[src/rtl/outputc.sv]
// rtl/outputc.sv - output channel: round-robin packet arbiter with per-VC credit flow control (option macro: OUTPUTC_OREG_EN)
`ifndef DATAW
`define DATAW 31
`endif
`ifndef VCHW
`define VCHW 0
`endif
`ifndef VCH
`define VCH 1
`endif
`ifndef PORTW
`define PORTW 2
`endif
`ifndef TYPE_MSB
`define TYPE_MSB 31
`endif
`ifndef TYPE_LSB
`define TYPE_LSB 30
`endif
`ifndef TYPE_DATA
`define TYPE_DATA 2'b00
`endif
`ifndef TYPE_HEAD
`define TYPE_HEAD 2'b01
`endif
`ifndef TYPE_TAIL
`define TYPE_TAIL 2'b10
`endif
`ifndef TYPE_HEADTAIL
`define TYPE_HEADTAIL 2'b11
`endif

module outputc #(
    parameter int PCHID  = 0,
    parameter int CREDIT = 4
) (
    input  logic              clk,
    input  logic              rst_,
    input  logic [`DATAW:0]   idata_0,
    input  logic [`DATAW:0]   idata_1,
    input  logic [`DATAW:0]   idata_2,
    input  logic [`DATAW:0]   idata_3,
    input  logic [`DATAW:0]   idata_4,
    input  logic              ivalid_0,
    input  logic              ivalid_1,
    input  logic              ivalid_2,
    input  logic              ivalid_3,
    input  logic              ivalid_4,
    input  logic [`VCHW:0]    ivch_0,
    input  logic [`VCHW:0]    ivch_1,
    input  logic [`VCHW:0]    ivch_2,
    input  logic [`VCHW:0]    ivch_3,
    input  logic [`VCHW:0]    ivch_4,
    input  logic              req_0,
    input  logic              req_1,
    input  logic              req_2,
    input  logic              req_3,
    input  logic              req_4,
    input  logic [`PORTW:0]   port_0,
    input  logic [`PORTW:0]   port_1,
    input  logic [`PORTW:0]   port_2,
    input  logic [`PORTW:0]   port_3,
    input  logic [`PORTW:0]   port_4,
    output logic              grt_0,
    output logic              grt_1,
    output logic              grt_2,
    output logic              grt_3,
    output logic              grt_4,
    output logic [`DATAW:0]   odata,
    output logic              ovalid,
    output logic [`VCHW:0]    ovch,
    input  logic [`VCH:0]     iack,
    output logic [`VCH:0]     ordy,
    output logic [`VCH:0]     olck
);
    localparam int NIN = 5;
    localparam int NVC = `VCH + 1;
    localparam logic [`PORTW:0] PID  = PCHID[`PORTW:0];
    localparam logic [3:0]      CRED = 4'(CREDIT);

    typedef enum logic {IDLE, BUSY} state_t;

    state_t          state, state_nxt;
    logic [2:0]      owner, owner_nxt;
    logic [2:0]      rr, rr_nxt;
    logic [NVC-1:0]  lck, lck_nxt;
    logic [3:0]      cnt [NVC];
    logic [3:0]      cnt_nxt [NVC];

    logic [`DATAW:0] data [NIN];
    logic [`VCHW:0]  vch  [NIN];
    logic [`PORTW:0] port [NIN];
    logic [NIN-1:0]  valid, req, elig, grt;

    logic            xfer;
    logic [2:0]      xidx;
    logic [`DATAW:0] xdata;
    logic [`VCHW:0]  xvch;
    logic [1:0]      xtype;

    logic [`DATAW:0] link_data;
    logic            link_valid;
    logic [`VCHW:0]  link_vch;

    assign data  = '{idata_0, idata_1, idata_2, idata_3, idata_4};
    assign vch   = '{ivch_0, ivch_1, ivch_2, ivch_3, ivch_4};
    assign port  = '{port_0, port_1, port_2, port_3, port_4};
    assign valid = {ivalid_4, ivalid_3, ivalid_2, ivalid_1, ivalid_0};
    assign req   = {req_4, req_3, req_2, req_1, req_0};
    assign {grt_4, grt_3, grt_2, grt_1, grt_0} = grt;

    // A VC is ready while it has at least one downstream slot; an input is eligible only then
    always_comb begin
        ordy = '0;
        elig = '0;
        for (int v = 0; v < NVC; v++) ordy[v] = (cnt[v] != 4'd0);
        for (int n = 0; n < NIN; n++) elig[n] = req[n] && (port[n] == PID) && ordy[vch[n]];
    end

    // Grant: round-robin search from rr when idle, only the packet owner when busy; nothing in reset
    always_comb begin
        logic found;
        int   idx;
        grt   = '0;
        found = 1'b0;
        idx   = 0;
        if (!rst_) begin
            if (state == IDLE) begin
                for (int k = 0; k < NIN; k++) begin
                    idx = (int'(rr) + k) % NIN;
                    if (!found && elig[idx]) begin
                        grt[idx] = 1'b1;
                        found    = 1'b1;
                    end
                end
            end else begin
                for (int n = 0; n < NIN; n++)
                    if (int'(owner) == n && elig[n]) grt[n] = 1'b1;
            end
        end
    end

    // Select the transferring input (at most one grant exists, so at most one hit)
    always_comb begin
        xfer  = 1'b0;
        xidx  = 3'd0;
        xdata = '0;
        xvch  = '0;
        for (int n = 0; n < NIN; n++) begin
            if (grt[n] && valid[n]) begin
                xfer  = 1'b1;
                xidx  = 3'(n);
                xdata = data[n];
                xvch  = vch[n];
            end
        end
        xtype = xdata[`TYPE_MSB:`TYPE_LSB];
    end

    // Packet FSM next state: HEAD opens a packet, TAIL (or a lone HEADTAIL) closes it and advances rr
    always_comb begin
        state_nxt = state;
        owner_nxt = owner;
        rr_nxt    = rr;
        lck_nxt   = lck;
        if (xfer) begin
            if (state == IDLE && xtype == `TYPE_HEAD) begin
                state_nxt     = BUSY;
                owner_nxt     = xidx;
                lck_nxt       = '0;
                lck_nxt[xvch] = 1'b1;
            end else if ((state == BUSY && xtype == `TYPE_TAIL) ||
                         (state == IDLE && xtype == `TYPE_HEADTAIL)) begin
                state_nxt = IDLE;
                lck_nxt   = '0;
                rr_nxt    = (xidx == 3'd4) ? 3'd0 : xidx + 3'd1;
            end
        end
    end

    // VC lock is visible from the HEAD transfer cycle itself until the TAIL has gone
    always_comb begin
        olck = lck;
        if (xfer && state == IDLE && xtype == `TYPE_HEAD) olck[xvch] = 1'b1;
    end

    // Credits: a transfer consumes a slot, iack returns one; simultaneous events cancel; full ignores iack
    always_comb begin
        for (int v = 0; v < NVC; v++) begin
            logic dec, inc;
            dec        = xfer && (int'(xvch) == v);
            inc        = iack[v] && (cnt[v] != CRED);
            cnt_nxt[v] = cnt[v];
            if (dec && !inc)      cnt_nxt[v] = cnt[v] - 4'd1;
            else if (inc && !dec) cnt_nxt[v] = cnt[v] + 4'd1;
        end
    end

    // State, owner, rr, lock and credit registers
    always_ff @(posedge clk or posedge rst_) begin
        if (rst_) begin
            state <= IDLE;
            owner <= 3'd0;
            rr    <= 3'd0;
            lck   <= '0;
            for (int v = 0; v < NVC; v++) cnt[v] <= CRED;
        end else begin
            state <= state_nxt;
            owner <= owner_nxt;
            rr    <= rr_nxt;
            lck   <= lck_nxt;
            for (int v = 0; v < NVC; v++) cnt[v] <= cnt_nxt[v];
        end
    end

    assign link_valid = xfer;
    assign link_data  = xfer ? xdata : '0;
    assign link_vch   = xfer ? xvch  : '0;

`ifdef OUTPUTC_OREG_EN
    // Registered link: a flit transferred in cycle t is driven in cycle t+1
    always_ff @(posedge clk or posedge rst_) begin
        if (rst_) begin
            odata  <= '0;
            ovalid <= 1'b0;
            ovch   <= '0;
        end else begin
            odata  <= link_data;
            ovalid <= link_valid;
            ovch   <= link_vch;
        end
    end
`else
    assign odata  = link_data;
    assign ovalid = link_valid;
    assign ovch   = link_vch;
`endif

endmodule

[config.mk]
export PLATFORM = sky130hd
export DESIGN_NAME = outputc
export DESIGN_NICKNAME = d
export VERILOG_FILES = /design/src/rtl/outputc.sv
export SDC_FILE = /design/constraint.sdc
export NUM_CORES = 1
export LEC_CHECK = 0
export ABC_AREA = 1
export CAP_MARGIN = 15
export CORE_MARGIN = 1
export CORE_UTILIZATION = 45
export DETAILED_ROUTE_END_ITERATION = 12
export PLACE_DENSITY_LB_ADDON = 0.15
export RECOVER_POWER = 50
export SYNTH_ARGS = -nofsm -noshare
export SYNTH_HDL_FRONTEND = slang
export SYNTH_SLANG_ARGS = --single-unit
[constraint.sdc]
create_clock -name clk -period 11.6 [get_ports clk]
set_input_delay 2.32 -clock clk [delete_from_list [all_inputs] [get_ports clk]]
set_output_delay 2.32 -clock clk [all_outputs]
set_load 0.005 [all_outputs]
==> out/results.ini <==
[floorplanning]
core-area_um2=9770
boundaryPins=237
die_area_um2=10500
start_util_pct=46.3
dieWidth_um=102
die_h_um=102
num_rows=36

[setup_path]
required_ps=9280
critical_path.startpoint=port_4[1]
path_depth=21
path_buf_inv=5
cp.arrival_ps=7880
cp_cell_sequence=clkdlybuf4s50_1 > nor4_1 > o21ai_0 > a21oi_1 > nand3_1 > nand2_1 > nand3_2 > clkinv_1 > nand3_1 > nand3_1 > nor2_1 > nand3_1 > nand3_1 > inv_2 > nand2_1 > nand2_1 > nand2_1 > inv_4 > nand3_1 > nand2_1 > clkdlybuf4s50_1
crit_path_end_kind=primary output
critical_path_class=input port to primary output
path_max_fanout=51
critPathLaunchType=input port
crit_path_end=olck[1]
slowest_stage=nand3_1
r2r_cells=34
r2r-end=cnt[6]
path_common_cell=nand3_1
slowest_delay_ps=1250
reg2reg_slack_ps=3960
crit-reg2reg-launch=rr[0]
cpLargestDelayFamily=simple AND/OR/NAND/NOR gates

[place]
port-buffer-count=236
hpwl_mm=14.8
place_congestion=1.01

[hold_path]
hold_class=register to register

[clock_network]
cts_tree=built
clk_pin_slew_ps=60
cts.htree.levels=1
cts_inserted_buffers=3
clockBufferDepth=2
ctsHoldBuffers=0
clk_latency_ps=250
cts_resized=0
cts.sinks=17
post_cts_buffers=0
cts_root_buffer=clkbuf_8

[synth]
synth_area_leaders=nand2_1 (15%), nand3_1 (9.7%), ha_1 (9.1%)
syn_area_per_cell_um2=5.95
yosys_most_used_dff=dfrtp_1
synth_cell_types=45
syn_nets=988
yosysWarnings=0
synth_cells=761
ys_seq_area_share_pct=9.45
synthArstFlopShare_pct=100
synth_top_area_share_pct=15.3
synthesis.area_um2=4530
yosysTopAreaCell=nand2_1
ys_ff_latch=17
synth_edf_count=0

[final_layout]
area_growth_pct=54.3
final_util_pct=71.4
fin_nets=1207
drive_gt1_share_pct=8.89
antennaDiodeCount=0

[timing]
period_needed_ps=10200
hold_violations=0
finalCritPeriodShare_pct=88.0
rsz0062_at_grt=false
holdWs_ps=511
max_freq_ghz=0.0980
finalClockSkew_ps=5.08
fin_tns_setup_ps=0
slew_headroom_pct=-25.9
setup_viol=0
tightestPinTransition_ps=1880
slew_viol_final=52

[detailed_routing]
vias=6076
dr.pass1.iters=5
drc=0
wl_per_cell_um=16.2
antenna_left=0
drt-initial-drc-count=316
viasPerCell=5.46
drt_wl_total_mm=18.1

[global_routing]
grt_overflow=0
first_global_vias=5723
grt_max_degree=52
grt_usage_pct=32.9
antenna_found_initial=0
grt_pass1_wl_mm=27.3

[status]
status=complete, but fails checks
violations=capacitance limit, slew limit

[power_and_ir_drop]
p_per_area_nw_per_um2=244
p_leak_nw=3.06
p_total_mw=1.70
vdd_ir_drop_max_mv=0.193

[run]
maxCapViolCount=1

## cells in the mapped netlist, drive strengths merged, types with 9 or more instances
library cell and n:
a21oi 23, a22oi 23, a41oi 22, buf 14, clkbuf 9, dfrtp 15, ha 33, inv 94
nand2 214, nand3 106, nand4 28, nor2 81, nor3 16, o21ai 37
## per-layer routing
metal / wire, µm / vias to the layer above / global-route usage, %
li1: - / 3030 / -
met3: 1250 / 46 / 3.56
met5: 0 / - / 0
met4: 610 / 0 / 11.3
met2: 8850 / 255 / 60.9
met1: 7350 / 2745 / 39.2
## metrics by stage
| step | std cells | setup WS [ps] | instance area [µm²] |
|---|---|---|---|
| 4_1_cts | 1112 | 2270 | 7010 |
| 3_3_place_gp | 1108 | 2430 | 6960 |
| 3_5_place_dp | 1108 | 2310 | 6960 |
| 5_1_grt | 1112 | 904 | 6980 |
| 6_report | 1112 | 1400 | 6980 |
| 2_1_floorplan | 761 | 4690 | 4530 |
## power breakdown
| part | total (mW) | internal, mW | leakage [nW] | switching (mW) |
|---|---|---|---|---|
| combinational | 1.52 | 0.605 | 2.83 | 0.915 |
| sequential | 0.140 | 0.0916 | 0.208 | 0.0482 |
| clock | 0.0432 | 0.0243 | 0.0228 | 0.0189 |
| total | 1.70 | 0.721 | 3.06 | 0.982 |
## how the worst min path moves through the flow
stage                     slack (ps)      to  cells past startpoint   start
after floorplan                  470  lck[0]                      2  lck[0]
after global placement           500  cnt[2]                      2  cnt[2]
after detailed placement         510  cnt[2]                      2  cnt[2]
after CTS                        520  cnt[2]                      2  cnt[2]
after global routing             530  lck[1]                      2  lck[1]
final                            510  cnt[2]                      2  cnt[2]
## worst reg2reg max path: cells and delay by family (launching register included)
| family | cells | cell delay, ps |
|---|---|---|
| buf+inv | 5 | 1340 |
| simple gates | 21 | 3490 |
| xor+xnor | 2 | 260 |
| fa+ha+maj | 4 | 1290 |
| flops | 1 | 810 |
| compound gates | 2 | 350 |
## cell usage in the layout, fill, tap and decap left out, types with 3 or more instances in the layout
cell type        count
a21oi_1             21
nand3_1             90
o211ai_1             4
nand4_1             28
nor2_1              71
nand3_2             11
nor2_2               6
nand3_4              5
dfrtp_1             15
xnor2_1              7
inv_1               78
dlygate4sd3_1        4
nor4_1               7
o21ai_2              5
nand2_2             21
nand2_1            188
nor2_4               4
o21ai_1              6
nor3_1              16
a41oi_1             22
inv_2               15
nand2_4              5
a22oi_1             23
clkbuf_8             3
ha_1                33
o21ai_0             25
clkdlybuf4s50_1    232
nand3b_1             6
xor2_1               7
## registers in the layout (all words and copies together), names as in the netlist
name / count
cnt: 8
owner: 3
rr: 3
lck: 2
state: 1
## kinds of logic (layout without fill, tap and decap cells)
logic type	after synthesis	after routing	synth area share, %
buffers and inverters	119	337	10.4
multiplexers	2	2	0.497
AO/OA/AOI/OAI	117	117	17.9
flip-flops	17	17	9.45
XOR/XNOR	14	14	2.71
AND/OR/NAND/NOR	459	459	49.9
adder cells (fa/ha/maj)	33	33	9.12
## cell type report
type | count | area (µm²)
multi-input combinational | 625 | 3610
fill | 896 | 2790
timing repair buffer | 237 | 2370
sequential | 17 | 428
inverter | 96 | 363
tap | 133 | 166
clock buffer | 4 | 45.0
(Power assumes the default switching activity.)
